`config.mk`:
```
export PLATFORM = sky130hd
export DESIGN_NAME = mem_bus_arbiter
export DESIGN_NICKNAME = d
export VERILOG_FILES = /design/src/rtl/mem_bus_arbiter.sv
export SDC_FILE = /design/constraint.sdc
export NUM_CORES = 1
export LEC_CHECK = 0
export CAP_MARGIN = 20
export CORE_AREA = 3 3 288 290
export DETAILED_ROUTE_END_ITERATION = 16
export DIE_AREA = 0 0 291 293
export PLACE_DENSITY_LB_ADDON = 0.12
export SETUP_SLACK_MARGIN = 0.2
export SYNTH_ARGS = -nofsm -noshare
export SYNTH_HDL_FRONTEND = slang
export SYNTH_SLANG_ARGS = --single-unit
```
`constraint.sdc`:
```
create_clock -name CLK -period 15.6 [get_ports CLK]
set_input_delay 3.12 -clock CLK [delete_from_list [all_inputs] [get_ports CLK]]
set_output_delay 3.12 -clock CLK [all_outputs]
set_load 0.01 [all_outputs]
```
`src/rtl/mem_bus_arbiter.sv`:
```
// Round-robin arbiter sharing one 128-bit block memory between I-cache reads and D-cache reads/write-backs.
// Transfer takes grant + 2 cycles + memory busy time; requesters stall on *_BUSYWAIT. `ARB_TIMEOUT_EN adds a WAIT watchdog.
module mem_bus_arbiter #(
    parameter int ADDR_W         = 28,
    parameter int BLOCK_W        = 128,
    parameter int TIMEOUT_CYCLES = 255
) (
    input  logic               CLK,
    input  logic               RESET,
    input  logic               I_READ,
    input  logic [ADDR_W-1:0]  I_ADDRESS,
    output logic [BLOCK_W-1:0] I_READDATA,
    output logic               I_BUSYWAIT,
    input  logic               D_READ,
    input  logic               D_WRITE,
    input  logic [ADDR_W-1:0]  D_ADDRESS,
    input  logic [BLOCK_W-1:0] D_WRITEDATA,
    output logic [BLOCK_W-1:0] D_READDATA,
    output logic               D_BUSYWAIT,
    output logic               MEM_READ,
    output logic               MEM_WRITE,
    output logic [ADDR_W-1:0]  MEM_ADDRESS,
    output logic [BLOCK_W-1:0] MEM_WRITEDATA,
    input  logic [BLOCK_W-1:0] MEM_READDATA,
    input  logic               MEM_BUSYWAIT,
    output logic               ARB_ERROR
);
    typedef enum logic [1:0] {IDLE, ISSUE, WAIT, DONE} state_t;
    localparam logic OWN_I = 1'b0;
    localparam logic OWN_D = 1'b1;

    state_t             r_state;
    state_t             w_next_state;
    logic               r_owner;
    logic               r_last_grant;
    logic               r_mem_read;
    logic               r_mem_write;
    logic [ADDR_W-1:0]  r_mem_address;
    logic [BLOCK_W-1:0] r_mem_writedata;
    logic [BLOCK_W-1:0] r_i_readdata;
    logic [BLOCK_W-1:0] r_d_readdata;
    logic               w_req_i;
    logic               w_req_d;
    logic               w_grant;
    logic               w_grant_d;
    logic               w_mem_ready;
    logic               w_timeout;
    logic               w_done;

    assign w_req_i     = I_READ;
    assign w_req_d     = D_READ | D_WRITE;
    assign w_grant     = w_req_i | w_req_d;
    // On a tie the requester that did not finish last wins.
    assign w_grant_d   = w_req_d & (~w_req_i | (r_last_grant == OWN_I));
    assign w_mem_ready = ~MEM_BUSYWAIT;
    assign w_done      = (r_state == DONE);

`ifdef ARB_TIMEOUT_EN
    localparam int CNT_W = ($clog2(TIMEOUT_CYCLES + 1) > 8) ? $clog2(TIMEOUT_CYCLES + 1) : 8;
    logic [CNT_W-1:0] r_wait_cnt;
    logic             r_arb_error;

    // Counter holds the number of WAIT edges already spent, so the limit fires on the last allowed edge.
    assign w_timeout = MEM_BUSYWAIT & (r_wait_cnt == CNT_W'(TIMEOUT_CYCLES - 1));

    always_ff @(posedge CLK or posedge RESET) begin
        if (RESET) begin
            r_wait_cnt  <= '0;
            r_arb_error <= 1'b0;
        end else begin
            if (r_state == ISSUE)
                r_wait_cnt <= '0;
            else if (r_state == WAIT)
                r_wait_cnt <= r_wait_cnt + 1'b1;
            if ((r_state == WAIT) && w_timeout)
                r_arb_error <= 1'b1;
        end
    end
    assign ARB_ERROR = r_arb_error;
`else
    logic w_unused_timeout;
    assign w_unused_timeout = (TIMEOUT_CYCLES == 0);
    assign w_timeout        = 1'b0;
    assign ARB_ERROR        = 1'b0;
`endif

    always_ff @(posedge CLK or posedge RESET) begin
        if (RESET)
            r_state <= IDLE;
        else
            r_state <= w_next_state;
    end

    always_comb begin
        w_next_state = r_state;
        case (r_state)
            IDLE:    if (w_grant) w_next_state = ISSUE;
            ISSUE:   w_next_state = WAIT;
            WAIT:    if (w_mem_ready || w_timeout) w_next_state = DONE;
            DONE:    w_next_state = IDLE;
            default: w_next_state = IDLE;
        endcase
    end

    always_ff @(posedge CLK or posedge RESET) begin
        if (RESET) begin
            r_owner         <= OWN_I;
            r_last_grant    <= OWN_I;
            r_mem_read      <= 1'b0;
            r_mem_write     <= 1'b0;
            r_mem_address   <= '0;
            r_mem_writedata <= '0;
            r_i_readdata    <= '0;
            r_d_readdata    <= '0;
        end else begin
            case (r_state)
                IDLE: begin
                    if (w_grant) begin
                        r_owner <= w_grant_d;
                        if (w_grant_d) begin
                            // Read+write together is a write-back.
                            r_mem_address <= D_ADDRESS;
                            r_mem_write   <= D_WRITE;
                            r_mem_read    <= ~D_WRITE;
                            if (D_WRITE)
                                r_mem_writedata <= D_WRITEDATA;
                        end else begin
                            r_mem_address <= I_ADDRESS;
                            r_mem_read    <= 1'b1;
                            r_mem_write   <= 1'b0;
                        end
                    end
                end
                WAIT: begin
                    if (w_mem_ready || w_timeout) begin
                        r_mem_read   <= 1'b0;
                        r_mem_write  <= 1'b0;
                        r_last_grant <= r_owner;
                        if (w_mem_ready && r_mem_read) begin
                            if (r_owner == OWN_D)
                                r_d_readdata <= MEM_READDATA;
                            else
                                r_i_readdata <= MEM_READDATA;
                        end
                    end
                end
                default: ;
            endcase
        end
    end

    assign I_BUSYWAIT    = w_req_i & ~(w_done & (r_owner == OWN_I));
    assign D_BUSYWAIT    = w_req_d & ~(w_done & (r_owner == OWN_D));
    assign I_READDATA    = r_i_readdata;
    assign D_READDATA    = r_d_readdata;
    assign MEM_READ      = r_mem_read;
    assign MEM_WRITE     = r_mem_write;
    assign MEM_ADDRESS   = r_mem_address;
    assign MEM_WRITEDATA = r_mem_writedata;
endmodule
```
---- Word-level counts from Yosys, hierarchy flattened ----
Index checks and enable logic that the tools add are counted.
storage, ports and cells
  register bits ........................... 418
  bits in read-only memories .............. 0
  input bits .............................. 318
  bits in latches ......................... 0
  logic and storage cells ................. 50
  output and inout bits ................... 417
  RAM bits ................................ 0
  memories ................................ 0
operators by class
  equality and inequality tests ........... 5
  $add $sub $neg .......................... 0
  shifts and indexed selects .............. 0
  multiply operators ...................... 0
  div/mod/pow operators ................... 0
  order comparisons ....................... 0
  reduce and logical (&&, ||, !) cells .... 10
  bitwise logic cells ..................... 15
  multiplexer cells ....................... 11
operators with widths
  kind                  number
  $mux W28              1
  $reduce_and A4 Y1     3
  $pmux W2 S4           1
  $not A1 Y1            7
  $reduce_and A2 Y1     3
  $and A1 B1 Y1         5
  $mux W1               5
  $eq A2 B2 Y1 const B  2
  $mux W2               2
  $ne A2 B2 Y1 const B  2
  $pmux W1 S2           2
  $or A1 B1 Y1          3
  $reduce_and A3 Y1     1
  $eq A2 B1 Y1 const B  1
  $logic_not A2 Y1      1
  $reduce_bool A2 Y1    1
  $logic_and A1 B1 Y1   1

---- Longest topological paths before layout ----
  depth in word-level cells ............... 6
  mapped depth ............................ 7
  mapped depth without buffers ............ 5

---- Worst setup path before layout ----
Ideal clock, no wire load.
  kind .................................... input-to-output
  from .................................... input D_READ
  to ...................................... output D_BUSYWAIT
  buffers on the path ..................... 0
  data arrival time ....................... 3357 ps
  stages .................................. 2
  required time ........................... 12480 ps
  slack ................................... 9123 ps
  path through ............................ nor2_1 > a21oi_1
between the ends
  word-level cells in the longest chain between the ends .. 2
RTL lines
  what             line  RTL
  start, declared  14    input logic D_READ,
  $or A1 B1 Y1     51    assign w_req_d = D_READ | D_WRITE;
  $and A1 B1 Y1    153   assign D_BUSYWAIT = w_req_d & ~(w_done & (r_owner == OWN_D));
  end, declared    19    output logic D_BUSYWAIT,
Every way passes these cells.

---- Worst setup path in the final report ----
  from .................................... input D_WRITE
  to ...................................... output D_BUSYWAIT
between the ends
  word-level cells in the longest chain between the ends .. 2
RTL lines
  what             line  RTL
  start, declared  15    input logic D_WRITE,
  $or A1 B1 Y1     51
  $and A1 B1 Y1    153
Every way passes these cells.

==> metrics <==
# rows=104; Worst EP required=12.48 ns; total grt overflow=0; Worst path max stage delay=0.64 ns; Final setup viols=0; clock sink count=418; slowest library cell on the worst path=clkdlybuf4s50_1; data arrival time of the worst path=4.69 ns; Detailed Route WL=59.17 mm; Area contributors post-synth=dfrtp_1 66%, mux2_2 27%, mux2i_1 1.8%; vias in the first global route=12050; setup tns final=0 ns; max-cap viol count=0; Final ANT Viol Nets=0; cts-stage hold buffer count=0; post-synthesis sequential area ratio=65.80%; syn_area_per_cell=16.35 µm²; CTS Buffer Depth=3; Crit Path Class=input pin to output pin; fraction of layout cells with a size suffix above 1=27.59%; DIE AREA=85260 µm²; Slew Limit Fails=0; pin count of the biggest net entering global routing=129; relative max-transition margin=28.16%; drt via density=3.872; worst skew pair latency=0.59 ns; Yosys reg bits=418; Post-Place Cell Area=24330 µm²; post-synthesis cell type count=28; minimum clock period=7.805 ns; Cells after Synth=972; clock-pin slew on the worst setup and hold paths=0.05 ns; worst path cell trace=clkdlybuf4s50_1, nor2_1, a21oi_1, clkdlybuf4s50_1; I/O pin cnt=735; Post-DP HPWL=44.13 mm; crit-path most repeated cell=clkdlybuf4s50_1; Num CTS Buffers=51; Avg WL per Cell=20.95 µm; htree depth=2; Buffers on Ports=733; area leader, netlist=dfrtp_1; Total Nets Final=2041; Post-CTS Setup Bufs=0; Startpoint Class=input pin; drt pass-1 iters=5; final hold violations=0; mapped cell area=15900 µm²; maximum clock frequency=128.1 MHz; RD Place Congestion=0.7531; Clock Tree Root=clkbuf_16; status=complete, no violations; CTS tree=built; global-route wire length before repair=85.05 mm; GRT Util Overall=13.34%; Syn. warnings=0; leakage=10.82 nW; Starting Density=19.74%; worst hold-check path type=flip-flop to flip-flop; vias=10940; chip height=293 µm; RSZ-0062 raised after global routing=false; residual DRC count=0; Worst Skew=0.02110 ns; fin crit share=50.03%; Core Region=80550 µm²; DR iter-0 viols=297; # resized after CTS=0; fillers=7969; Max VDD drop=0.09371 mV; Max FO, Critical Path=5; Synth top area share=65.80%; Worst-Margin Slew=1.078 ns; width of the die=291 µm; CP endpoint kind=output pin; PD cells=208.1 nW/µm²; synthesis-to-finish area growth=64.52%; antenna violations before repair=10; final instance area=26150 µm²; Syn Nets=1293
-- metrics by stage --
step / hold slack, ns / total power, mW / setup slack (ns) / util [%] / cells
2_1_floorplan: 0.4709 / 2.816 / 0.8452 / - / 972
5_1_grt: 0.4986 / 5.757 / 7.712 / 32.46 / 2823
6_report: 0.4792 / 5.443 / 7.795 / 32.47 / 2825
3_3_place_gp: 0.4627 / 4.289 / 7.798 / 30.20 / 2723
4_1_cts: 0.4823 / 5.557 / 7.757 / 32.32 / 2814
3_5_place_dp: 0.4694 / 4.309 / 7.767 / 30.20 / 2723
-- synthesized netlist by cell type, drive strengths merged --
cell type and n:
nor3 1, o21ai 30, ha 3, nor2b 1
a32oi 1, mux2i 28, nand2 31, o2bb2ai 1
o22ai 1, clkbuf 11, a21oi 2, and3 1
inv 8, o32ai 1, dfrtp 418, and2 1
o31ai 1, o22a 1, mux2 385, conb 1
nor2 1, nand2b 1, a31oi 1, or3 1
buf 41
-- registers in the layout, indices dropped and copies added, names as in the netlist --
name and count:
D_READDATA 128, I_READDATA 128, MEM_WRITEDATA 128, MEM_ADDRESS 28, r_state 2, MEM_READ 1
MEM_WRITE 1, r_last_grant 1, r_owner 1
-- power breakdown --
| part | switching, mW | leakage (nW) | internal (mW) |
|---|---|---|---|
| combinational | 0.933 | 4.89 | 1.41 |
| sequential | 0.276 | 5.10 | 1.62 |
| clock | 0.473 | 0.838 | 0.730 |
| total | 1.68 | 10.8 | 3.76 |
-- layout make-up --
type | instances | area, µm² | share of cell area (%)
timing repair buffer | 747 | 7527 | 28.78
tap | 1060 | 1326 | 5.071
sequential | 418 | 10460 | 40.00
multi-input combinational | 494 | 5080 | 19.42
clock inverter | 11 | 147.6 | 0.5645
inverter | 8 | 37.54 | 0.1435
clock buffer | 80 | 1556 | 5.952
antenna | 7 | 17.52 | 0.06698
-- cell usage in the layout, fill, tap and decap left out, types with 2 or more instances in the layout --
cell,instances
clkbuf_1,13
buf_12,2
clkbuf_16,52
inv_1,7
diode_2,7
mux2i_1,28
clkbuf_8,15
nand2_1,31
bufinv_16,3
clkdlybuf4s50_1,733
clkinv_2,5
dfrtp_1,418
buf_4,9
a21oi_1,2
buf_16,3
ha_1,3
o21ai_0,30
mux2_2,385
-- final timing paths --
check / start / end / slack, ns / cells after the start
hold reg to reg: MEM_ADDRESS[12] / MEM_ADDRESS[12] / 0.48 / 2
hold / removal: MEM_ADDRESS[12] / MEM_ADDRESS[12] / 0.48 / 2
setup reg to reg: r_state[0] / MEM_WRITEDATA[92] / 12.61 / 6
max in group asynchronous: RESET / D_READDATA[41] / 10.36 / 4
min in group asynchronous: RESET / MEM_WRITEDATA[43] / 3.06 / 2
setup / recovery: D_WRITE / D_BUSYWAIT / 7.79 / 4
-- cell families (layout without fill, tap and decap cells) --
| family | Yosys count | count (layout) | share of synthesized area, % |
|---|---|---|---|
| buffers and inverters | 60 | 846 | 2.511 |
| other | 1 | 8 | 0.02359 |
| AO/OA/AOI/OAI | 39 | 39 | 1.362 |
| adder cells (fa/ha/maj) | 3 | 3 | 0.2362 |
| flip-flops | 418 | 418 | 65.80 |
| multiplexers | 413 | 413 | 29.04 |
| AND/OR/NAND/NOR | 38 | 38 | 1.031 |
-- routing by layer --
metal | wire [µm] | vias up | track usage [%]
li1 | - | 4951 | -
met1 | 21300 | 5407 | 13.95
met2 | 30490 | 465 | 23.94
met3 | 5360 | 106 | 5.495
met4 | 1974 | 8 | 5.003
met5 | 42 | - | 0
-- worst max-delay path: cells and delay by family --
family,cells,cell delay (ns)
and+or+nand+nor,1,0.11
AOI/OAI and AO/OA,1,0.22
buffers and inverters,2,1.23
Note: power is estimated with default switching activity, not from simulation.
